--- config.mk ---
export PLATFORM = sky130hd
export DESIGN_NAME = phy_serdes_link
export DESIGN_NICKNAME = d
export VERILOG_FILES = /design/src/rtl/phy_pkg.sv /design/src/rtl/phy_rx_fifo.sv /design/src/rtl/phy_serdes_link.sv
export SDC_FILE = /design/constraint.sdc
export NUM_CORES = 1
export LEC_CHECK = 0
export ABC_CLOCK_PERIOD_IN_PS = 3700
export CAP_MARGIN = 30
export CELL_PAD_IN_SITES_DETAIL_PLACEMENT = 0
export CELL_PAD_IN_SITES_GLOBAL_PLACEMENT = 1
export CORE_ASPECT_RATIO = 1.5
export CORE_MARGIN = 4
export CORE_UTILIZATION = 40
export CTS_BUF_LIST = sky130_fd_sc_hd__clkbuf_2 sky130_fd_sc_hd__clkbuf_4 sky130_fd_sc_hd__clkbuf_8
export CTS_CLUSTER_DIAMETER = 80
export DETAILED_ROUTE_END_ITERATION = 7
export PLACE_DENSITY_LB_ADDON = 0.1
export SLEW_MARGIN = 5
export SYNTH_ARGS = -nofsm -noshare
export SYNTH_HDL_FRONTEND = slang
export SYNTH_HIERARCHICAL = 1
export SYNTH_SLANG_ARGS = --single-unit
--- constraint.sdc ---
create_clock -name clk -period 3.7 [get_ports clk]
set_input_delay 0.37 -clock clk [delete_from_list [all_inputs] [get_ports clk]]
set_output_delay 0.37 -clock clk [all_outputs]
set_load 0.005 [all_outputs]
--- src/rtl/phy_pkg.sv ---
// Shared definitions for the SerDes link block.
// Holds default flit/lane/FIFO sizes, the TX state encoding and a small
// helper used for elaboration-time parameter checks.
package phy_pkg;

    localparam int FLIT_W_DEF   = 32;
    localparam int LANE_W_DEF   = 8;
    localparam int RX_DEPTH_DEF = 4;

    typedef enum logic {
        TX_IDLE = 1'b0,
        TX_SEND = 1'b1
    } tx_state_e;

    function automatic bit is_pow2(input int v);
        return (v > 0) && ((v & (v - 1)) == 0);
    endfunction

endpackage

--- src/rtl/phy_rx_fifo.sv ---
// Receive FIFO for assembled flits.
// Ports:
//   clk, rst          clock and synchronous active-high reset
//   push_i, wdata_i   write request and data; ignored when full unless a
//                     pop happens in the same cycle
//   pop_i             remove head; ignored when empty
//   rdata_o           current head entry
//   full_o, empty_o   occupancy flags
//   count_o           number of stored entries (0..DEPTH)
module phy_rx_fifo
    import phy_pkg::*;
#(
    parameter int WIDTH = FLIT_W_DEF,
    parameter int DEPTH = RX_DEPTH_DEF,
    parameter int CNT_W = $clog2(DEPTH + 1)
) (
    input  logic             clk,
    input  logic             rst,
    input  logic             push_i,
    input  logic [WIDTH-1:0] wdata_i,
    input  logic             pop_i,
    output logic [WIDTH-1:0] rdata_o,
    output logic             full_o,
    output logic             empty_o,
    output logic [CNT_W-1:0] count_o
);

    localparam int PTR_W = $clog2(DEPTH);

    logic [WIDTH-1:0] mem_q [DEPTH];
    logic [PTR_W-1:0] wr_ptr_q, rd_ptr_q;
    logic [CNT_W-1:0] count_q, count_d;
    logic             do_push, do_pop;

    assign full_o  = (count_q == CNT_W'(DEPTH));
    assign empty_o = (count_q == '0);
    assign count_o = count_q;
    assign rdata_o = mem_q[rd_ptr_q];

    // A push into a full FIFO is only legal when the head leaves at the same edge.
    assign do_pop  = pop_i & ~empty_o;
    assign do_push = push_i & (~full_o | do_pop);

    always_comb begin
        count_d = count_q;
        case ({do_push, do_pop})
            2'b10:   count_d = count_q + 1'b1;
            2'b01:   count_d = count_q - 1'b1;
            default: count_d = count_q;
        endcase
    end

    // Pointers wrap naturally because DEPTH is a power of two.
    always_ff @(posedge clk) begin
        if (rst) begin
            wr_ptr_q <= '0;
            rd_ptr_q <= '0;
            count_q  <= '0;
        end else begin
            if (do_push) wr_ptr_q <= wr_ptr_q + 1'b1;
            if (do_pop)  rd_ptr_q <= rd_ptr_q + 1'b1;
            count_q <= count_d;
        end
    end

    always_ff @(posedge clk) begin
        if (do_push) mem_q[wr_ptr_q] <= wdata_i;
    end

endmodule

--- src/rtl/phy_serdes_link.sv ---
// Flit-to-lane serialiser / lane-to-flit deserialiser for a router port.
// Ports:
//   clk, rst                    clock, synchronous active-high reset
//   enable_send/enable_receive  gate new TX frames / RX space advertisement
//   input_*                     router TX flit handshake (1-entry holding reg)
//   output_*                    router RX flit handshake (FIFO head)
//   serial_data_out, write_req_send   outgoing lane beats and frame strobe
//   write_ready_ack             peer can take one whole frame
//   serial_data_in, read_req_received incoming lane beats and frame strobe
//   read_ready                  this side can take one whole frame
//   rx_frame_err                one-cycle pulse on truncated or dropped frame
module phy_serdes_link
    import phy_pkg::*;
#(
    parameter int FLIT_W    = FLIT_W_DEF,
    parameter int LANE_W    = LANE_W_DEF,
    parameter int RX_DEPTH  = RX_DEPTH_DEF,
    parameter bit MSB_FIRST = 1'b0
) (
    input  logic              clk,
    input  logic              rst,
    input  logic              enable_send,
    input  logic              enable_receive,
    input  logic [FLIT_W-1:0] input_data_from_router,
    input  logic              input_valid,
    output logic              input_ready,
    output logic [FLIT_W-1:0] output_data_to_router,
    output logic              output_valid,
    input  logic              output_ready,
    output logic [LANE_W-1:0] serial_data_out,
    output logic              write_req_send,
    input  logic              write_ready_ack,
    input  logic [LANE_W-1:0] serial_data_in,
    input  logic              read_req_received,
    output logic              read_ready,
    output logic              rx_frame_err
);

    localparam int BEATS  = FLIT_W / LANE_W;
    localparam int BEAT_W = $clog2(BEATS + 1);
    localparam int CNT_W  = $clog2(RX_DEPTH + 1);

    if (FLIT_W % LANE_W != 0) begin : g_bad_width
        $error("FLIT_W must be a multiple of LANE_W");
    end
    if (!is_pow2(RX_DEPTH) || RX_DEPTH < 2) begin : g_bad_depth
        $error("RX_DEPTH must be a power of two and at least 2");
    end

    // ---------------- TX side ----------------
    tx_state_e         state_q, state_d;
    logic              tx_full_q, tx_full_d;
    logic [BEAT_W-1:0] tx_beat_q, tx_beat_d;
    logic [FLIT_W-1:0] tx_data_q, tx_data_d;
    logic              tx_last;

    assign input_ready = ~tx_full_q;
    assign tx_last     = (tx_beat_q == BEAT_W'(BEATS - 1));

    always_ff @(posedge clk) begin
        if (rst) begin
            state_q   <= TX_IDLE;
            tx_full_q <= 1'b0;
            tx_beat_q <= '0;
        end else begin
            state_q   <= state_d;
            tx_full_q <= tx_full_d;
            tx_beat_q <= tx_beat_d;
        end
    end

    always_ff @(posedge clk) begin
        tx_data_q <= tx_data_d;
    end

    // The holding register doubles as the shift register: the outgoing beat
    // is always taken from one end and the flit shifts toward it each beat.
    always_comb begin
        state_d   = state_q;
        tx_full_d = tx_full_q;
        tx_beat_d = tx_beat_q;
        tx_data_d = tx_data_q;
        if (input_valid && !tx_full_q) begin
            tx_full_d = 1'b1;
            tx_data_d = input_data_from_router;
        end
        case (state_q)
            TX_IDLE: begin
                if (tx_full_q && enable_send && write_ready_ack) begin
                    state_d   = TX_SEND;
                    tx_beat_d = '0;
                end
            end
            TX_SEND: begin
                tx_data_d = MSB_FIRST ? (tx_data_q << LANE_W) : (tx_data_q >> LANE_W);
                if (tx_last) begin
                    state_d   = TX_IDLE;
                    tx_full_d = 1'b0;
                    tx_beat_d = '0;
                end else begin
                    tx_beat_d = tx_beat_q + 1'b1;
                end
            end
            default: state_d = TX_IDLE;
        endcase
    end

    always_comb begin
        write_req_send  = 1'b0;
        serial_data_out = '0;
        if (state_q == TX_SEND) begin
            write_req_send  = 1'b1;
            serial_data_out = MSB_FIRST ? tx_data_q[FLIT_W-1 -: LANE_W]
                                        : tx_data_q[LANE_W-1:0];
        end
    end

    // ---------------- RX side ----------------
    logic [BEAT_W-1:0] rx_beat_q, rx_beat_d;
    logic [FLIT_W-1:0] rx_asm_q, rx_asm_d, rx_asm_next;
    logic              err_q, err_d;
    logic              rx_busy, frame_done;
    logic              fifo_full, fifo_empty, fifo_pop;
    logic [FLIT_W-1:0] fifo_rdata;
    logic [CNT_W-1:0]  rx_count;

    assign rx_busy    = (rx_beat_q != '0);
    assign frame_done = read_req_received && (rx_beat_q == BEAT_W'(BEATS - 1));
    assign fifo_pop   = output_ready & ~fifo_empty;

    // Beat 0 must end up at the end of the flit it was taken from on the TX side.
    assign rx_asm_next = MSB_FIRST
        ? ((rx_asm_q << LANE_W) | FLIT_W'(serial_data_in))
        : ((rx_asm_q >> LANE_W) | (FLIT_W'(serial_data_in) << (FLIT_W - LANE_W)));

    always_comb begin
        rx_beat_d = rx_beat_q;
        rx_asm_d  = rx_asm_q;
        err_d     = 1'b0;
        if (read_req_received) begin
            rx_asm_d  = rx_asm_next;
            rx_beat_d = frame_done ? '0 : rx_beat_q + 1'b1;
            // A full FIFO with no pop this cycle drops the completed flit.
            if (frame_done && fifo_full && !fifo_pop) err_d = 1'b1;
        end else if (rx_busy) begin
            rx_beat_d = '0;
            err_d     = 1'b1;
        end
    end

    always_ff @(posedge clk) begin
        if (rst) begin
            rx_beat_q <= '0;
            err_q     <= 1'b0;
        end else begin
            rx_beat_q <= rx_beat_d;
            err_q     <= err_d;
        end
    end

    always_ff @(posedge clk) begin
        rx_asm_q <= rx_asm_d;
    end

    phy_rx_fifo #(
        .WIDTH (FLIT_W),
        .DEPTH (RX_DEPTH)
    ) u_rx_fifo (
        .clk     (clk),
        .rst     (rst),
        .push_i  (frame_done),
        .wdata_i (rx_asm_next),
        .pop_i   (fifo_pop),
        .rdata_o (fifo_rdata),
        .full_o  (fifo_full),
        .empty_o (fifo_empty),
        .count_o (rx_count)
    );

    // rst is folded in so read_ready stays low for the whole reset window.
    assign read_ready            = ~rst & enable_receive & ~rx_busy & (rx_count < CNT_W'(RX_DEPTH));
    assign output_valid          = ~fifo_empty;
    assign output_data_to_router = fifo_empty ? '0 : fifo_rdata;
    assign rx_frame_err          = err_q;

endmodule
## After elaboration in Yosys (flattened, before gate mapping)

Memory sizes are Yosys's and may differ from the RTL's. A register that Yosys moved wholly into a read port is not among the register bits.
Index checks and enable logic that the tools add are counted.

- Memories: 1
- Register bits after elaboration: 80
- Input bits: 48
- Word-level logic and storage cells: 77
- Bits in latches: 0
- Output and inout bits: 45
- Memory bits (writable): 128
- Memory bits (read-only): 0

Memory list:

| memory | depth | width | read ports | clocked after Yosys merged registers in | wr ports | RTL line | source |
|---|---|---|---|---|---|---|---|
| u_rx_fifo.mem_q | 4 | 32 | 1 | 1 | 1 | phy_rx_fifo.sv:30 | `logic [WIDTH-1:0] mem_q [DEPTH];` |

- Magnitude comparators: 1
- Mux-type cells: 25
- $mul: 0
- Add/sub/neg operators: 6
- Bitwise operators: 14
- Shift-type cells: 0
- Equality and inequality tests: 6
- Div/mod/pow operators: 0
- Reductions and logical operators: 13

Operator list:

| operator | count |
|---|---|
| $mux 24 | 2 |
| $mux 32 | 1 |
| $or 24x32->32 | 1 |
| $mux 3 | 5 |
| $pmux 3 s2 | 2 |
| $mux 1 | 11 |
| $add 3x1->3 const B | 3 |
| $mux 8 | 1 |
| $and 1x1->1 | 6 |
| $eq 3x2->1 const B | 2 |
| $logic_and 1x1->1 | 6 |
| $not 1->1 | 6 |
| $reduce_bool 2->1 | 3 |
| $add 2x1->2 const B | 2 |
| $mux 2 | 2 |
| $eq 3x3->1 const B | 1 |
| $logic_not 3->1 | 1 |
| $lt 3x3->1 const B | 1 |
| $reduce_bool 3->1 | 1 |
| $sub 3x1->3 const B | 1 |
| $eq 2x1->1 const B | 1 |
| $eq 2x2->1 const B | 1 |
| $logic_not 1->1 | 2 |
| $ne 2x2->1 const B | 1 |
| 2 further kinds | 2 |

## Logic depth before layout (Yosys ltp)

Gate-level depths: netlist of run 1.

- Depth in word-level cells: 8
- Depth in mapped cells: 11

## Cells and area by module

Netlist of run 1, hierarchy kept.

By module, submodules not included:

| module | area an instance (um^2) | cells an instance | instances |
|---|---|---|---|
| phy_rx_fifo | 5146.2 | 221 | 1 |
| phy_serdes_link | 2902.8 | 202 | 1 |

## Worst setup path after synthesis of run 1

Ideal clock, no wire load.

- Path kind: register to register
- Start point: register u_rx_fifo.count_q[1], in the netlist u_rx_fifo/count_o[1]
- End point: register u_rx_fifo.count_q[2], in the netlist u_rx_fifo/count_o[2]
- Setup time: 0.070 ns
- Path slack: 1.144 ns
- Arrival: 2.486 ns
- Buffers on the path: 0
- Data required time: 3.630 ns
- Stages on the path, launching flop included: 12
- Path through: dfxtp_1 nor3_1 nor2b_1 inv_1 a21boi_2 inv_1 ha_1 inv_1 fa_1 xor2_1 or3_2 a21oi_1

- Word-level cells in the longest chain between the ends: 8
- Elaborated cells on any way between the ends: 14
- Classes of those cells: add/sub (2); eq/ne (3); mux (1); bitwise (6); reduce/logical (2)

Ends and longest elaborated chain:

| element | RTL line | source |
|---|---|---|
| start: declaration | phy_rx_fifo.sv:32 | `logic [CNT_W-1:0] count_q, count_d;` |
| start signal: assignment | phy_rx_fifo.sv:62 | `count_q <= count_d;` |
| $logic_not 3->1 (*) | phy_rx_fifo.sv:36 | `assign empty_o = (count_q == '0);` |
| named net fifo_empty | phy_serdes_link.sv:123 | `logic fifo_full, fifo_empty, fifo_pop;` |
| $not 1->1 (*) | phy_serdes_link.sv:129 | `assign fifo_pop = output_ready & ~fifo_empty;` |
| $and 1x1->1 (*) | phy_serdes_link.sv:129 |  |
| named net fifo_pop | phy_serdes_link.sv:123 |  |
| $and 1x1->1 (*) | phy_rx_fifo.sv:41 | `assign do_pop = pop_i & ~empty_o;` |
| $or 1x1->1 | phy_rx_fifo.sv:42 | `assign do_push = push_i & (~full_o \| do_pop);` |
| $and 1x1->1 | phy_rx_fifo.sv:42 |  |
| $eq 2x1->1 / $eq 2x2->1 (equally long branches) | phy_rx_fifo.sv:46 | `case ({do_push, do_pop})` |
| $pmux 3 s2 / $reduce_bool 2->1 (equally long branches) | -- |  |

Mark *: on every way through the listed nets, which the timed path passes. The rest lies on a longest branch.
A chain may end at the register's enable or synchronous reset.

==> Implementation_results.wiki, run 1 <==
{| class="wikitable"
! Metric !! Value
|-
| Run status || complete, no violations
|-
| Relative max-transition margin || 0.4648
|-
| Combinational share of power || 0.041
|-
| WP data arrival || 2.65 ns
|-
| Clock tree from TritonCTS || built
|-
| Total routing usage reported by global routing || 0.1295
|-
| Flop pwr share || 0.569
|-
| Layout cells sized above 1 || 0.2606
|-
| Syn_nets || 480
|-
| Setup TNS || 0 ns
|-
| Post-CTS resize count || 0
|-
| Number of vias per cell after detailed routing || 4.762
|-
| Total clock buffers created by CTS || 30
|-
| Vias after detailed routing || 3,943
|-
| Clock root buffer || sky130_fd_sc_hd__clkbuf_8
|-
| Number of max-cap violations || 0
|-
| Buffers inserted during post-CTS setup optimization || 0
|-
| Global-route congestion overflow total || 0
|-
| Weighted congestion reported at the end of routability-driven placement || 0.6888
|-
| Internal power || 3.628 mW
|-
| Antenna violations before repair || 0
|-
| Multi-input logic area || 2008 um2
|-
| Net total in the final layout || 601
|-
| Total DRC errors in the routed layout || 0
|-
| Max clock buf depth || 3
|-
| Worst-case hold slack || 0.2362 ns
|-
| DRT antenna net count || 0
|-
| Final slew viol count || 0
|-
| Top Ports || 93
|-
| Floorplan die area || 22,500 um2
|-
| Launching point of the worst reg2reg path || u_rx_fifo/count_o[0]
|-
| Worst-skew pair later-pin latency || 0.54 ns
|-
| IO Port Bufs || 92
|-
| Peak supply drop || 0.2457 mV
|-
| Leakage power of the design || 3.369 nW
|-
| Cell type with the largest total area after synthesis || sky130_fd_sc_hd__edfxtp_1
|-
| # rows || 63
|-
| Area after DPL || 9244 um2
|-
| List of cells traversed by the critical path || buf_4 -> mux4_2 -> and2b_1 -> clkdlybuf4s50_1
|-
| Net Switching || 927.5 uW
|-
| Kind of critical path || flip-flop to primary output
|-
| Crit path max-delay cell type || sky130_fd_sc_hd__dfxtp_2
|-
| Least-Margin Pin Slew || 0.8028 ns
|-
| Global-route wire length before repair || 22.86 mm
|-
| Share of the cycle needed by the critical path after routing || 0.8172
|-
| Seq/Total Area, Yosys || 0.7213
|-
| Overall power consumption || 4.556 mW
|-
| Worst clock skew || 0.01377 ns
|-
| Worst-path clk slew || 0.06 ns
|-
| Synth cell types || 41
|-
| Nature of the critical path endpoint || primary output
|-
| Max Freq || 330.7 MHz
|-
| Portion of synthesized cell area occupied by the leading cell type || 0.6566
|-
| Min-delay worst type || input pin to flip-flop
|-
| Layout overhead on the synthesized area || 22.40%
|-
| Number of instances in the synthesized netlist || 423
|-
| Areal power density over the cells || 462.4 nW/um2
|-
| First DRT Iteration DRCs || 204
|-
| Wirelength, routed || 14.21 mm
|-
| Synthesized flop and latch total || 202
|-
| Maximum level of the CTS H-tree || 1
|-
| Total standard cell area after synthesis || 8049 um2
|-
| Count of antenna diodes in the layout || 0
|-
| Longest individual stage delay on the worst path || 0.72 ns
|-
| Sink count of the clock tree || 202
|-
| Hold buffer count at cts || 0
|-
| Ranking of synthesized cells by area || sky130_fd_sc_hd__edfxtp_1 (66%), sky130_fd_sc_hd__mux4_2 (9.0%), sky130_fd_sc_hd__dfxtp_1 (6.5%)
|-
| Length of the first detailed-routing pass in iterations || 6
|-
| Post-layout instance area || 9852 um2
|-
| Worst hold path startpoint || read_req_received
|-
| Average wire per standard cell || 17.17 um
|-
| Initial cell density of the core || 0.4068
|-
| Setup Viol. Count Final || 0
|-
| FILL cells || 1,666
|-
| Number of global-route vias before repair || 4,397
|-
| Floorplan die width || 123.8 um
|-
| Switching Fraction || 0.2036
|-
| Yosys warning count || 6
|-
| Required time worst endpoint || 3.33 ns
|-
| Worst Setup Start Kind || flip-flop
|-
| Combined flip-flop and latch cell area || 5809 um2
|-
| Core region area || 19,790 um2
|-
| Overall die height || 181.7 um
|-
| Detailed placer's ending HPWL || 9.160 mm
|-
| Kind of cell adding the most delay to the critical path || flip-flops
|-
| Maximum number of pins on one net before global-route repair || 36
|-
| Min Tclk post-route || 3.024 ns
|-
| Post-Route Utilization || 0.4979
|-
| CP Max Fanout || 16
|-
| Endpoints failing hold || 0
|-
| Unrepaired setup endpoints after global routing || false
|-
| Avg Cell Area, Syn || 19.03 um2
|-
| Fraction of power consumed by the clock network || 0.390
|-
| Number of buffers and inverters on the critical path || 2
|}
==> cells in the mapped netlist (all sizes together) <==
library cell,count
fa,1
o31ai,1
mux2,26
clkbuf,6
buf,13
edfxtp,176
a311oi,1
or3,2
nor2,11
nand3,1
and2,12
inv,14
nand2,18
nor3,2
nand4b,1
a22o,2
o41ai,2
mux4,32
dfxtp,26
nor4b,1
a21boi,1
a21oi,12
nor2b,13
mux2i,1
o21ai,2
a31oi,1
nor3b,4
nand2b,6
and2b,22
xor2,3
a211oi,2
ha,8
==> routing by layer <==
metal | part of all wire | vias to the layer above | GRT usage
met5 | 0 | - | 0
met1 | 0.38 | 1958 | 0.1489
met4 | 0.021 | 0 | 0.04080
met3 | 0.056 | 22 | 0.02992
met2 | 0.54 | 94 | 0.2340
li1 | - | 1869 | -
==> cell families after synthesis <==
logic type | Yosys count | synth area share
and+or+nand+nor | 93 | 0.07011
AOI/OAI and AO/OA | 24 | 0.02363
adders and majority gates | 9 | 0.01492
buffers and inverters | 33 | 0.02984
DFF | 202 | 0.7213
muxes | 59 | 0.1369
xor gates and xnor gates | 3 | 0.003265
==> cells in the final DEF (no fill, tap or decap), types with 2 or more instances in the layout <==
cell and count:
sky130_fd_sc_hd__xor2_1 3, sky130_fd_sc_hd__a211oi_1 2, sky130_fd_sc_hd__buf_4 15, sky130_fd_sc_hd__edfxtp_1 176, sky130_fd_sc_hd__and2b_1 22, sky130_fd_sc_hd__o41ai_1 2, sky130_fd_sc_hd__and2_2 4, sky130_fd_sc_hd__nand2_1 18
sky130_fd_sc_hd__clkdlybuf4s50_1 91, sky130_fd_sc_hd__nor3b_2 3, sky130_fd_sc_hd__clkinv_1 5, sky130_fd_sc_hd__a22o_1 2, sky130_fd_sc_hd__mux2_4 21, sky130_fd_sc_hd__clkbuf_8 33, sky130_fd_sc_hd__mux4_2 32, sky130_fd_sc_hd__and2_1 8
sky130_fd_sc_hd__nand2b_1 6, sky130_fd_sc_hd__clkinv_2 9, sky130_fd_sc_hd__nor2b_1 13, sky130_fd_sc_hd__dfxtp_1 23, sky130_fd_sc_hd__dfxtp_2 3, sky130_fd_sc_hd__nor2_1 11, sky130_fd_sc_hd__mux2_2 5, sky130_fd_sc_hd__ha_1 8
sky130_fd_sc_hd__a21oi_2 8, sky130_fd_sc_hd__inv_1 14, sky130_fd_sc_hd__clkbuf_4 7, sky130_fd_sc_hd__a21oi_1 4, sky130_fd_sc_hd__o21ai_0 2
==> power by group through the flow <==
| stage | sequential (mW) | combinational, mW | clock [mW] |
|---|---|---|---|
| final | 2.59 | 0.186 | 1.78 |
| after detailed placement | 2.64 | 0.191 | 0 |
| after global routing | 2.60 | 0.205 | 1.95 |
| after floorplan | 2.62 | 0.101 | 0 |
| after global placement | 2.64 | 0.185 | 0 |
| after CTS | 2.59 | 0.191 | 1.85 |
==> sequential cells by signal, indices dropped and copies added, names as in the netlist, 2 cells and up, named ones only <==
| signal | count |
|---|---|
| rx_beat_q | 3 |
| tx_beat_q | 3 |
| u_rx_fifo/count_o | 3 |
| tx_data_q | 32 |
| u_rx_fifo/rd_ptr_q | 2 |
| rx_asm_q | 24 |
| u_rx_fifo/mem_q | 128 |
| u_rx_fifo/wr_ptr_q | 2 |
==> worst paths after layout <==
| kind | slack [ns] | to | cells after the start |
|---|---|---|---|
| max | 0.68 | output_data_to_router[30] | 4 |
| min | 0.24 | rx_frame_err | 4 |
| max reg2reg | 1.25 | u_rx_fifo/count_o[2] | 11 |
| min reg2reg | 0.44 | rx_beat_q[2] | 2 |
==> area by class of cell <==
type / count / area share
sequential: 202 / 0.5897
clock buffer: 40 / 0.05144
multi-input combinational: 188 / 0.2038
clock inverter: 16 / 0.01029
timing repair buffer: 108 / 0.1064
tap: 260 / 0.03302
inverter: 14 / 0.005334
==> worst register-to-register path, stage by stage, from the launching register on <==
cell and delay, ns:
sky130_fd_sc_hd__dfxtp_1 0.45, sky130_fd_sc_hd__nor3_2 0.08, sky130_fd_sc_hd__nor2b_1 0.24, sky130_fd_sc_hd__inv_1 0.09, sky130_fd_sc_hd__a21boi_2 0.32, sky130_fd_sc_hd__inv_1 0.08
sky130_fd_sc_hd__ha_1 0.23, sky130_fd_sc_hd__inv_1 0.08, sky130_fd_sc_hd__fa_1 0.18, sky130_fd_sc_hd__xor2_1 0.07, sky130_fd_sc_hd__or3_2 0.40, sky130_fd_sc_hd__a21oi_1 0.15
==> through the flow <==
stage,worst slack [ns],cells
2_1_floorplan,1.144,423
3_3_place_gp,1.048,772
3_5_place_dp,0.9312,772
4_1_cts,0.5565,828
5_1_grt,0.4722,828
6_report,0.6765,828
No activity file was read; power rests on OpenSTA's default activity.
==> run 2: changes to the inputs <==
ABC_CLOCK_PERIOD_IN_PS = 3150   (was 3700)
clock period = 3.15 ns   (was 3.7 ns; I/O delays follow)
==> run 2 against run 1 <==
Against the previous run: die area unchanged; register-to-register slack worse by 0.53 ns; total power up 16%; first-iteration DRC count up 17%; sequential power up 17%; hold slack worse by 0.044 ns; critical path type unchanged.
==> Implementation_results.wiki, run 2 (synthesis gave the netlist of run 1 again) <==
{| class="wikitable"
! Metric !! Value
|-
| Max clock buf depth || 3
|-
| Relative max-transition margin || 0.5531
|-
| Setup Viol. Count Final || 0
|-
| Global-route wire length before repair || 22.51 mm
|-
| List of cells traversed by the critical path || buf_4 -> mux4_2 -> and2b_1 -> clkdlybuf4s50_1
|-
| Weighted congestion reported at the end of routability-driven placement || 0.6693
|-
| Post-Route Utilization || 0.4983
|-
| DRT antenna net count || 0
|-
| Clock tree from TritonCTS || built
|-
| Number of flip-flops under the largest register name || 128
|-
| Combined flip-flop and latch cell area || 5809 um2
|-
| Average wire per standard cell || 17.00 um
|-
| Clock root buffer || sky130_fd_sc_hd__clkbuf_8
|-
| Longest individual stage delay on the worst path || 0.76 ns
|-
| Vias after detailed routing || 3,915
|-
| Layout overhead on the synthesized area || 22.48%
|-
| CP Max Fanout || 22
|-
| Setup TNS || 0 ns
|-
| Antenna violations before repair || 0
|-
| Leakage power of the design || 3.341 nW
|-
| Unrepaired setup endpoints after global routing || false
|-
| Run status || complete, no violations
|-
| Worst-path clk slew || 0.07 ns
|-
| Kind of critical path || flip-flop to primary output
|-
| Total clock buffers created by CTS || 30
|-
| Floorplan die width || 123.8 um
|-
| Hold buffer count at cts || 0
|-
| Floorplan die area || 22,500 um2
|-
| Global-route congestion overflow total || 0
|-
| Min-delay worst type || input pin to flip-flop
|-
| Buffers inserted during post-CTS setup optimization || 0
|-
| Multi-input logic area || 2008 um2
|-
| Worst-case register-to-register setup slack || 0.72 ns
|-
| WP data arrival || 2.51 ns
|-
| Detailed placer's ending HPWL || 8.600 mm
|-
| Maximum level of the CTS H-tree || 1
|-
| Total DRC errors in the routed layout || 0
|-
| Peak supply drop || 0.2732 mV
|-
| Net Switching || 1.080 mW
|-
| Length of the first detailed-routing pass in iterations || 4
|-
| Most frequent cells in the layout || sky130_fd_sc_hd__edfxtp_1 (176), sky130_fd_sc_hd__clkdlybuf4s50_1 (91), sky130_fd_sc_hd__mux4_2 (32), sky130_fd_sc_hd__clkbuf_8 (31), sky130_fd_sc_hd__dfxtp_1 (23)
|-
| Share of the cycle needed by the critical path after routing || 0.8968
|-
| IO Port Bufs || 92
|-
| Registers with the most flip-flops || u_rx_fifo/mem_q: 128 flops, tx_data_q: 32 flops, rx_asm_q: 24 flops
|-
| Commonest non-fill, non-tap cell in the layout || sky130_fd_sc_hd__edfxtp_1
|-
| Fraction of power consumed by the clock network || 0.385
|-
| Worst-case hold slack || 0.1924 ns
|-
| Worst Setup Start Kind || flip-flop
|-
| Worst clock skew || 0.01617 ns
|-
| Combinational share of power || 0.041
|-
| Top Ports || 93
|-
| Flop pwr share || 0.574
|-
| Least-Margin Pin Slew || 0.6703 ns
|-
| Count of antenna diodes in the layout || 0
|-
| FILL cells || 1,669
|-
| Wirelength, routed || 13.99 mm
|-
| Final slew viol count || 0
|-
| Sink count of the clock tree || 202
|-
| Min Tclk post-route || 2.825 ns
|-
| Largest register by flop count || u_rx_fifo/mem_q
|-
| Core region area || 19,790 um2
|-
| Nature of the critical path endpoint || primary output
|-
| Number of vias per cell after detailed routing || 4.757
|-
| Number of global-route vias before repair || 4,354
|-
| Switching Fraction || 0.2037
|-
| Max Freq || 354.0 MHz
|-
| Internal power || 4.221 mW
|-
| Overall die height || 181.7 um
|-
| Net total in the final layout || 598
|-
| Endpoints failing hold || 0
|-
| First DRT Iteration DRCs || 238
|-
| Areal power density over the cells || 537.7 nW/um2
|-
| Worst-skew pair later-pin latency || 0.54 ns
|-
| Number of max-cap violations || 0
|-
| Maximum number of pins on one net before global-route repair || 36
|-
| Post-CTS resize count || 0
|-
| Crit path max-delay cell type || sky130_fd_sc_hd__dfxtp_2
|-
| Total routing usage reported by global routing || 0.1285
|-
| # rows || 63
|-
| Required time worst endpoint || 2.83 ns
|-
| Initial cell density of the core || 0.4068
|-
| Layout cells sized above 1 || 0.2504
|}
==> run 2: changes by cell type in the layout (fill, tap and decap cells not counted), sizes merged <==
cell      delta
buf          -3
clkinv       -2
clkinvlp     +1
clkbuf       -1
==> run 2: power groups by stage <==
stage	registers, mW	logic [mW]	clock network, mW
floorplan	3.08	0.119	0
global placement	3.09	0.218	0
detailed placement	3.10	0.224	0
CTS	3.04	0.224	2.12
global route	3.05	0.239	2.24
finish	3.04	0.219	2.04
==> run 2: area by class of cell <==
class	instances	share of cell area
Clock buffer	39	0.04937
Clock inverter	15	0.01015
Inverter	14	0.005331
Multi-Input combinational cell	188	0.2037
Sequential cell	202	0.5893
Tap cell	260	0.03300
Timing Repair Buffer	105	0.1092
==> run 2: path summary, 6_finish.rpt <==
check / depth (start not counted) / startpoint / end
worst min-delay path: 4 / read_req_received / rx_frame_err
worst max register to register: 11 / u_rx_fifo/count_o[0] / u_rx_fifo/count_o[2]
worst min register to register: 2 / rx_beat_q[2] / rx_beat_q[2]
worst max-delay path: 4 / flip-flop / output_data_to_router[24]
==> run 2: per-stage QoR <==
stage / power [mW] / std cells / setup WS (ns) / area (um2)
floorplan: 3.199 / 423 / 0.5938 / 8049
global placement: 3.311 / 769 / 0.5261 / 9271
detailed placement: 3.322 / 769 / 0.4330 / 9271
CTS: 5.382 / 823 / 0.2307 / 9858
global route: 5.527 / 823 / 0.1922 / 9858
finish: 5.301 / 823 / 0.3249 / 9858
==> run 2: metal layers <==
metal,track usage,up-vias,part of all wire
met5,0,-,0
met1,0.1461,1938,0.39
met2,0.2301,96,0.53
met3,0.03584,23,0.063
met4,0.03991,0,0.019
li1,-,1858,-
==> run 2: worst max-delay path: cells and delay by family, from the launching register on <==
kind | cells | cell delay (ns)
buffers and inverters | 2 | 0.74
multiplexers | 1 | 0.31
flip-flops | 1 | 0.76
AND/OR/NAND/NOR | 1 | 0.17
==> run 3: changes to the inputs <==
GPL_ROUTABILITY_DRIVEN = 0   (was default)
REMOVE_ABC_BUFFERS = 1   (was default)
==> run 3 against run 2 <==
Against the previous run: utilization is 0.23 points lower; sequential share of layout area is 0.28 points higher; setup slack gained 0.16 ns; non-clock buffer count fell by 1; critical path depth stayed put; clock skew fell by 0.0080 ns; final area is 0.47% lower; sequential cell count is the same; count of clock-buffer cells in the layout decreased by 2; cell count is 0.36% lower.
==> Implementation_results.wiki, run 3 (synthesis gave the netlist of run 1 again) <==
{| class="wikitable"
! Metric !! Value
|-
| Final slew viol count || 0
|-
| Overall die height || 181.7 um
|-
| Final worst slack || 0.4810 ns
|-
| Setup Viol. Count Final || 0
|-
| Most frequent cells in the layout || sky130_fd_sc_hd__edfxtp_1 (176), sky130_fd_sc_hd__clkdlybuf4s50_1 (91), sky130_fd_sc_hd__mux4_2 (32), sky130_fd_sc_hd__clkbuf_8 (29), sky130_fd_sc_hd__dfxtp_1 (23)
|-
| CP Max Fanout || 32
|-
| Worst-case register-to-register setup slack || 0.71 ns
|-
| Post-layout instance area || 9812 um2
|-
| Global-route congestion overflow total || 0
|-
| Peak supply drop || 0.2270 mV
|-
| Max Freq || 374.7 MHz
|-
| Worst-skew pair later-pin latency || 0.52 ns
|-
| Number of max-cap violations || 0
|-
| Wirelength, routed || 14.14 mm
|-
| Required time worst endpoint || 2.83 ns
|-
| Leakage power of the design || 3.324 nW
|-
| Antenna violations before repair || 0
|-
| Initial cell density of the core || 0.4068
|-
| Worst clock skew || 0.008212 ns
|-
| Total DRC errors in the routed layout || 0
|-
| Sink count of the clock tree || 202
|-
| Buffers inserted during post-CTS setup optimization || 0
|-
| Areal power density over the cells || 530.7 nW/um2
|-
| Top Ports || 93
|-
| Net total in the final layout || 596
|-
| WP data arrival || 2.35 ns
|-
| Post-CTS resize count || 0
|-
| Layout cells sized above 1 || 0.2429
|-
| Floorplan die area || 22,500 um2
|-
| Number of flip-flops under the largest register name || 128
|-
| Total clock buffers created by CTS || 29
|-
| Nature of the critical path endpoint || primary output
|-
| Commonest non-fill, non-tap cell in the layout || sky130_fd_sc_hd__edfxtp_1
|-
| Total routing usage reported by global routing || 0.1292
|-
| Worst-path clk slew || 0.07 ns
|-
| Count of antenna diodes in the layout || 0
|-
| Least-Margin Pin Slew || 0.6690 ns
|-
| Number of global-route vias before repair || 4,369
|-
| Worst Setup Slack post-DPL || 0.4096 ns
|-
| Floorplan die width || 123.8 um
|-
| Unrepaired setup endpoints after global routing || false
|-
| FILL cells || 1,709
|-
| IO Port Bufs || 92
|-
| DRT antenna net count || 0
|-
| Maximum level of the CTS H-tree || 1
|-
| Relative max-transition margin || 0.5540
|-
| Endpoints failing hold || 0
|-
| Clock tree from TritonCTS || built
|-
| Average wire per standard cell || 17.24 um
|-
| Global-route wire length before repair || 22.51 mm
|-
| Largest register by flop count || u_rx_fifo/mem_q
|-
| Vias after detailed routing || 3,948
|-
| Number of vias per cell after detailed routing || 4.815
|-
| Hold buffer count at cts || 0
|-
| First DRT Iteration DRCs || 197
|-
| Area after DPL || 9264 um2
|-
| Reg2reg end || u_rx_fifo/count_o[2]
|-
| Kind of critical path || flip-flop to primary output
|-
| Detailed placer's ending HPWL || 8.592 mm
|-
| Length of the first detailed-routing pass in iterations || 4
|-
| CP endpoint || output_data_to_router[26]
|-
| Max clock buf depth || 3
|-
| # rows || 63
|-
| Launching point of the worst reg2reg path || rx_beat_q[0]
|-
| Core region area || 19,790 um2
|-
| Reg2Reg Depth || 11
|-
| Clock root buffer || sky130_fd_sc_hd__clkbuf_8
|-
| Placed cell count || 768
|-
| Maximum number of pins on one net before global-route repair || 36
|-
| Run status || complete, no violations
|-
| Worst Setup Start Kind || flip-flop
|-
| Registers with the most flip-flops || u_rx_fifo/mem_q: 128 flops, tx_data_q: 32 flops, rx_asm_q: 24 flops
|-
| Final std cells w/o fill || 820
|-
| Min-delay worst type || input pin to flip-flop
|-
| Min Tclk post-route || 2.669 ns
|-
| Layout overhead on the synthesized area || 21.90%
|-
| Share of the cycle needed by the critical path after routing || 0.8473
|}
run 3: cell count changes in the layout (fill, tap and decap cells not counted), sizes merged:
cell	previous run	this run
clkinv	12	14
buf	14	13
clkbuf	39	37
clkinvlp	2	0
run 3: worst min path at each step:
stage,endpoint,from,cells after the start
after floorplan,u_rx_fifo/count_o[2],rst,1
after global placement,rx_beat_q[2],rx_beat_q[2],2
after detailed placement,rx_beat_q[2],rx_beat_q[2],2
after CTS,rx_frame_err,read_req_received,4
after global routing,rx_frame_err,read_req_received,4
final,rx_frame_err,read_req_received,4
run 3: worst max-delay path, cell delays in order, from the launching register on:
cell and delay (ns):
sky130_fd_sc_hd__dfxtp_2 0.34, sky130_fd_sc_hd__buf_12 0.27, sky130_fd_sc_hd__mux4_2 0.55, sky130_fd_sc_hd__and2b_1 0.18
sky130_fd_sc_hd__clkdlybuf4s50_1 0.48
run 3: power breakdown:
group	switching (mW)	leakage, nW	internal, mW
Clock	0.914	0.293	1.03
Combinational	0.0875	1.20	0.132
Sequential	0.0452	1.83	3.00
Total	1.05	3.32	4.16
run 3: layout make-up:
class	instances	area, um2	share of cell area
clock buffer	37	459.2	0.04680
tap	260	325.3	0.03315
sequential	202	5809	0.5921
clock inverter	15	88.84	0.009054
multi-input combinational	188	2008	0.2047
inverter	14	52.55	0.005356
timing repair buffer	104	1069	0.1089
run 3: through the flow:
| stage | hold slack, ns | total power [mW] | setup TNS, ns | utilization |
|---|---|---|---|---|
| 6_report | 0.2527 | 5.208 | 0 | 0.4959 |
| 5_1_grt | 0.2447 | 5.440 | 0 | 0.4959 |
| 4_1_cts | 0.2061 | 5.302 | 0 | 0.4959 |
| 3_5_place_dp | 0.4397 | 3.323 | 0 | 0.4682 |
| 3_3_place_gp | 0.4317 | 3.310 | 0 | 0.4682 |
| 2_1_floorplan | 0.3841 | 3.188 | -0.6445 | - |
run 3: metal layers:
metal  GRT usage  share of wire  vias to the layer above
li1            -              -                     1846
met1      0.1473           0.38                     1988
met2      0.2336           0.54                       89
met3     0.03272          0.054                       25
met4     0.03902          0.021                        0
met5           0              0                        -
